### src/rtl/seg7_scan.sv
// seg7_scan: time-multiplexed hex seven-segment driver with a double-buffered display value.
// Define SEG7_BLINK_EN to add the per-digit blink input and the BLINK_FRAMES blink-rate parameter.
module seg7_scan #(
    parameter int DIGITS   = 4,
    parameter int SCAN_DIV = 50000
`ifdef SEG7_BLINK_EN
    ,
    parameter int BLINK_FRAMES = 64
`endif
) (
    input  logic                clk,
    input  logic                rst_n,
    input  logic [4*DIGITS-1:0] value,
    input  logic                load,
    input  logic [DIGITS-1:0]   dp_in,
    input  logic                blank_lz,
`ifdef SEG7_BLINK_EN
    input  logic [DIGITS-1:0]   blink,
`endif
    output logic [6:0]          seg,
    output logic                dp,
    output logic [DIGITS-1:0]   an,
    output logic                frame_tick
);

    localparam int CW = (SCAN_DIV > 1) ? $clog2(SCAN_DIV) : 1;
    localparam int IW = (DIGITS > 1) ? $clog2(DIGITS) : 1;
    localparam logic [CW-1:0] CNT_LAST = CW'(SCAN_DIV - 1);
    localparam logic [IW-1:0] IDX_LAST = IW'(DIGITS - 1);

    function automatic logic [6:0] hex_to_seg(input logic [3:0] nib);
        case (nib)
            4'h0: hex_to_seg = 7'b1000000;
            4'h1: hex_to_seg = 7'b1111001;
            4'h2: hex_to_seg = 7'b0100100;
            4'h3: hex_to_seg = 7'b0110000;
            4'h4: hex_to_seg = 7'b0011001;
            4'h5: hex_to_seg = 7'b0010010;
            4'h6: hex_to_seg = 7'b0000010;
            4'h7: hex_to_seg = 7'b1111000;
            4'h8: hex_to_seg = 7'b0000000;
            4'h9: hex_to_seg = 7'b0010000;
            4'hA: hex_to_seg = 7'b0001000;
            4'hB: hex_to_seg = 7'b0000011;
            4'hC: hex_to_seg = 7'b1000110;
            4'hD: hex_to_seg = 7'b0100001;
            4'hE: hex_to_seg = 7'b0000110;
            default: hex_to_seg = 7'b0001110;
        endcase
    endfunction

    logic [CW-1:0]         cnt_q, cnt_d;
    logic [IW-1:0]         idx_q, idx_d;
    logic [4*DIGITS-1:0]   shadow_q, shadow_d;
    logic [4*DIGITS-1:0]   active_q, active_d;
    logic                  pending_q, pending_d;
    logic [6:0]            seg_q, seg_d;
    logic                  dp_q, dp_d;
    logic [DIGITS-1:0]     an_q, an_d;
    logic                  frame_tick_q, frame_tick_d;

    logic                  tick, wrap, all_zero, blink_off;
    logic [3:0]            cur_nib;
    logic                  cur_dp, cur_lz;

`ifdef SEG7_BLINK_EN
    localparam int FW = (BLINK_FRAMES > 1) ? $clog2(BLINK_FRAMES) : 1;
    localparam logic [FW-1:0] FRM_LAST = FW'(BLINK_FRAMES - 1);
    logic [FW-1:0]         frm_q, frm_d;
    logic                  phase_on_q, phase_on_d;
    logic                  cur_blink;
`endif

    always_comb begin
        // NOTE: every variable gets a default before any branch, so no path can infer a latch.
        tick      = (cnt_q == CNT_LAST);
        wrap      = tick && (idx_q == IDX_LAST);
        cnt_d     = tick ? '0 : cnt_q + 1'b1;
        idx_d     = idx_q;
        shadow_d  = shadow_q;
        active_d  = active_q;
        pending_d = pending_q;
        if (tick) begin
            idx_d = (idx_q == IDX_LAST) ? '0 : idx_q + 1'b1;
        end

        // A load landing on the wrap bypasses the shadow so it is not delayed a whole frame.
        if (load && wrap) begin
            active_d  = value;
            shadow_d  = value;
            pending_d = 1'b0;
        end else begin
            if (wrap && pending_q) begin
                active_d  = shadow_q;
                pending_d = 1'b0;
            end
            if (load) begin
                shadow_d  = value;
                pending_d = 1'b1;
            end
        end

        // Digit k is a leading zero when it and every digit above it are zero.
        all_zero = 1'b1;
        cur_nib  = 4'h0;
        cur_dp   = 1'b0;
        cur_lz   = 1'b0;
`ifdef SEG7_BLINK_EN
        cur_blink = 1'b0;
`endif
        for (int k = DIGITS - 1; k >= 0; k--) begin
            all_zero = all_zero && (active_q[4*k +: 4] == 4'h0);
            if (idx_q == IW'(k)) begin
                cur_nib = active_q[4*k +: 4];
                cur_dp  = dp_in[k];
                cur_lz  = all_zero && (k != 0);
`ifdef SEG7_BLINK_EN
                cur_blink = blink[k];
`endif
            end
        end

`ifdef SEG7_BLINK_EN
        blink_off  = cur_blink && !phase_on_q;
        frm_d      = frm_q;
        phase_on_d = phase_on_q;
        if (wrap) begin
            frm_d = (frm_q == FRM_LAST) ? '0 : frm_q + 1'b1;
            if (frm_q == FRM_LAST) begin
                phase_on_d = !phase_on_q;
            end
        end
`else
        blink_off = 1'b0;
`endif

        seg_d        = seg_q;
        dp_d         = dp_q;
        an_d         = an_q;
        frame_tick_d = tick && (idx_q == '0);
        if (tick) begin
            an_d  = ~(DIGITS'(1) << idx_q);
            seg_d = ((blank_lz && cur_lz) || blink_off) ? 7'h7F : hex_to_seg(cur_nib);
            dp_d  = blink_off ? 1'b1 : !cur_dp;
        end
    end

    // NOTE: sequential state uses non-blocking assignments so every flop samples pre-edge values.
    always_ff @(posedge clk or negedge rst_n) begin
        if (!rst_n) begin
            cnt_q        <= '0;
            idx_q        <= '0;
            shadow_q     <= '0;
            active_q     <= '0;
            pending_q    <= 1'b0;
            seg_q        <= 7'h7F;
            dp_q         <= 1'b1;
            an_q         <= '1;
            frame_tick_q <= 1'b0;
`ifdef SEG7_BLINK_EN
            frm_q        <= '0;
            phase_on_q   <= 1'b1;
`endif
        end else begin
            cnt_q        <= cnt_d;
            idx_q        <= idx_d;
            shadow_q     <= shadow_d;
            active_q     <= active_d;
            pending_q    <= pending_d;
            seg_q        <= seg_d;
            dp_q         <= dp_d;
            an_q         <= an_d;
            frame_tick_q <= frame_tick_d;
`ifdef SEG7_BLINK_EN
            frm_q        <= frm_d;
            phase_on_q   <= phase_on_d;
`endif
        end
    end

    assign seg        = seg_q;
    assign dp         = dp_q;
    assign an         = an_q;
    assign frame_tick = frame_tick_q;

endmodule
### config.mk
export PLATFORM = sky130hd
export DESIGN_NAME = seg7_scan
export DESIGN_NICKNAME = d
export VERILOG_FILES = /design/src/rtl/seg7_scan.sv
export SDC_FILE = /design/constraint.sdc
export NUM_CORES = 1
export LEC_CHECK = 0
export BUFFER_PORTS_ARGS = -buffer_cell sky130_fd_sc_hd__buf_2
export CAP_MARGIN = 40
export CORE_MARGIN = 2
export CORE_UTILIZATION = 52
export CTS_CLUSTER_DIAMETER = 120
export CTS_CLUSTER_SIZE = 24
export DETAILED_ROUTE_END_ITERATION = 7
export MAX_ROUTING_LAYER = met4
export PLACE_DENSITY = 0.75
export SETUP_SLACK_MARGIN = 0.4
export SYNTH_ARGS = -nofsm -noshare
export SYNTH_HDL_FRONTEND = slang
export SYNTH_SLANG_ARGS = --single-unit
### constraint.sdc
create_clock -name clk -period 2.2 [get_ports clk]
set_input_delay 0.11 -clock clk [delete_from_list [all_inputs] [get_ports clk]]
set_output_delay 0.11 -clock clk [all_outputs]
set_load 0.01 [all_outputs]
==> run_results.csv <==
group,metric,value,unit
clocking,clk_latency,0.34,ns
clocking,cts_buffer_depth,2,
timing,rsz0062_at_grt,"yes",
setup_path,rr_worst_depth,8,
logic_synthesis,synth_warnings,0,
logic_synthesis,synth_area_leaders,"dfrtp_1, dfstp_2, mux2_2",
setup_path,worstReg2RegStart,"idx_q[1]$_DFFE_PN0N_",
setup_path,rrSetupSlack,-0.006,ns
power,swShare,0.2185,
finish,diodes,0,
setup_path,cp_max_fo,6,
logic_synthesis,ys.flop_type,"dfrtp_1",
floorplan,initial_core_util,0.5323,
global_route,overflow,0,
timing,worst_slack,-0.006480,ns
power,internal-power,1.927,mW
logic_synthesis,ys_types,47,
setup_path,worst-path-buf-inv,1,
logic_synthesis,yosysMostFrequentCell,"dfrtp_1",
power,seqPwrFrac,0.492,
floorplan,io_pins,37,
finish,nets,369,
logic_synthesis,synthesis.nets,300,
global_route,grt_max_degree,34,
setup_path,worst-endpoint-required,2.47,ns
timing,fin_crit_sh,1.003,
hold_path,hold_end,"shadow_q[10]$_DFFE_PN0P_",
clocking,cts_sinks,64,
setup_path,worst_setup_path_start_kind,"register",
power,leakage,1.888,nW
timing,worstMarginPinSlew,0.7401,ns
routing,antenna_left,0,
setup_path,path_delay_family,"compound AO/OA/AOI/OAI gates",
run_status,violations,"negative setup slack",
routing,vias,2191,
setup_path,slowest_delay,0.50,ns
logic_synthesis,synth_edf_count,0,
power,clock_power_share,0.467,
floorplan,die_y,81.62,microns
logic_synthesis,ys_async_sr_fraction,1.000,
logic_synthesis,synthCells,265,
global_route,grt_usage,0.2122,
clocking,numCtsBuffers,9,
logic_synthesis,synth.top_cell.area_share,0.4153,
timing,setup_total_negative_slack,-0.01117,ns
power,peakVddDrop,0.0004495,V
finish,drive_gt1_frac,0.4808,
global_route,use_met3,0.05934,
floorplan,design.core.area,5886,sq um
floorplan,dieArea,6662,sq um
logic_synthesis,synth.cell_area,3133,sq um
logic_synthesis,postSynthAreaPerCell,11.82,sq um
timing,period_minus_slack,2.206,ns
hold_path,min_from,"value[10]",
clocking,path_clk_slew,0.07,ns
global_route,top_usage_layer,"met2",
global_route,met2_usage,0.3262,
routing,routedWlPerCell,15.28,microns
global_route,use_met1,0.2775,
run,cap_violations,0,
power,switchingPower,0.5388,mW
clocking,root_buffer,"clkbuf_8",
clocking,tritoncts,"done",
global_route,grt_pass1_vias,2174,
setup_path,crit_path_cell_trace,"buf_6, ha_4, nor3b_2, o41a_1, ha_2, mux2_2, a221oi_2, nor2_1",
floorplan,die_w,81.62,microns
setup_path,slowest_stage,"o41a_1",
finish,num-fill-cells,436,
setup_path,cp.arrival,2.48,ns
global_route,antenna_found_initial,0,
logic_synthesis,ys_ff_latch,64,
routing,first_pass_iters,4,
timing,setup_viol,2,
hold_path,min_path_cells,2,
setup_path,critPathKind,"reg2reg",
floorplan,rows,28,
logic_synthesis,synth.yosys.seq_area_share,0.5160,
timing,hold_viol,0,
logic_synthesis,synth_common_cells,"dfrtp_1, mux2_2, nor2_1",
run_status,status,"complete, but fails checks",
power,p_per_area,610.4,nW/um^2
placed_design,dpl_cell_area,3538,sq um
clocking,htreeDepth,3,
timing,clock.fmax,453.2,MHz
global_route,grt_pass1_wl,10300,microns
finish,design_area,4040,sq um
routing,first_iter_violations,111,
setup_path,end_kind,"register",
placed_design,pre_cts_slack,-0.03329,ns
power,share_comb_of_total_power,0.041,
placed_design,routabilityCongestion,0.8258,
placed_design,port_buffers,36,
hold_path,hold_path_class,"in2reg",
routing,vias_per_cell,5.292,
routing,drc_errors,0,
timing,relSlewSlack,0.5066,
setup_path,r2r-end,"seg[6]$_DFFE_PN1N_",
placed_design,dp_hpwl,4316,microns
routing,wl,6325,microns
timing,worst_clock_skew,0.006100,ns
finish,syn_to_final_growth,28.95,%
logic_synthesis,yosysTopAreaCell,"dfrtp_1",
timing,slew_viol_final,0,
-- layout make-up --
cell class | count | area, sq um | share of cell area
timing repair buffer | 71 | 510.5 | 0.1264
tap | 75 | 93.84 | 0.02323
sequential | 64 | 1618 | 0.4004
clock inverter | 6 | 92.59 | 0.02292
inverter | 9 | 36.28 | 0.008981
clock buffer | 10 | 137.6 | 0.03407
multi-input combinational | 179 | 1551 | 0.3840
-- cells in the final DEF, fill, tap and decap left out, drive strengths merged, types with 2 or more instances in the layout --
cell	instances
dfrtp	52
a31oi	2
clkbuf	10
nand2	16
and2	2
mux2i	3
nor4b	2
a32oi	2
nand4	3
nor3	4
nor2b	3
inv	9
nand4bb	2
and3	4
clkinv	2
ha	11
xor2	9
bufinv	2
nand3	8
a211oi	4
o21ai	8
a221oi	2
o32a	2
a21oi	9
dfstp	12
buf	70
nor3b	3
clkinvlp	2
mux2	33
nand2b	2
nor2	24
xnor2	5
nand3b	6
-- worst max path at each step --
stage | startpoint | to | slack [ns] | cells after the start
3_5_place_dp | idx_q[1]$_DFFE_PN0N_ | seg[6]$_DFFE_PN1N_ | -0.03 | 8
4_1_cts | idx_q[0]$_DFFE_PN0N_ | seg[5]$_DFFE_PN1N_ | 0.005 | 8
3_3_place_gp | idx_q[1]$_DFFE_PN0N_ | seg[5]$_DFFE_PN1N_ | 0.03 | 8
5_1_grt | idx_q[1]$_DFFE_PN0N_ | seg[2]$_DFFE_PN1N_ | -0.09 | 9
2_1_floorplan | idx_q[0]$_DFFE_PN0N_ | seg[5]$_DFFE_PN1N_ | -0.02 | 9
6_report | idx_q[1]$_DFFE_PN0N_ | seg[6]$_DFFE_PN1N_ | -0.006 | 8
-- logic make-up (layout without fill, tap and decap cells) --
logic type | after synthesis | after routing | synth area share
simple gates | 83 | 83 | 0.1494
flops | 64 | 64 | 0.5160
mux | 36 | 36 | 0.1390
compound gates | 35 | 35 | 0.07907
buf+inv | 22 | 96 | 0.03354
xor+xnor | 14 | 14 | 0.03914
fa+ha+maj | 11 | 11 | 0.04393
-- per-stage QoR --
stage                     cells  hold WS [ns]    util  total power, mW
after floorplan             265       -0.1856       -            1.279
after global placement      382        0.2048  0.6012            1.333
after detailed placement    382        0.2147  0.6012            1.338
after CTS                   405     0.0005497  0.6626            2.497
after global routing        414      0.002181  0.6864            2.561
final                       414       0.01345  0.6864            2.466
-- sequential cells by signal, summed over array words and instances, names as in the netlist --
register and count:
idx_q 2, pending_q 1, cnt_q 16, dp 1
active_q 16, shadow_q 16, frame_tick 1, an 4
seg 7
-- timing repair --
action                                  in CTS  in global routing
endpoints found under the setup margin      23                 28
hold endpoints to repair                    26                  0
pin swaps                                   11                 14
hold buffers                                 1                  0
resized for setup                           11                 16
setup buffers                                6                  9
-- power by group through the flow --
| stage | Clock (mW) | Sequential, mW | Combinational (mW) |
|---|---|---|---|
| floorplan | 0 | 1.23 | 0.0463 |
| global placement | 0 | 1.23 | 0.0995 |
| global route | 1.23 | 1.22 | 0.114 |
| CTS | 1.18 | 1.21 | 0.104 |
| detailed placement | 0 | 1.24 | 0.103 |
| finish | 1.15 | 1.21 | 0.101 |
-- layer usage --
| metal | wire, microns | up-vias |
|---|---|---|
| met3 | 253 | 11 |
| met5 | 0 | - |
| met2 | 3066 | 45 |
| met4 | 81 | 0 |
| met1 | 2923 | 1063 |
| li1 | - | 1072 |
Note: power is estimated with default switching activity, not from simulation.
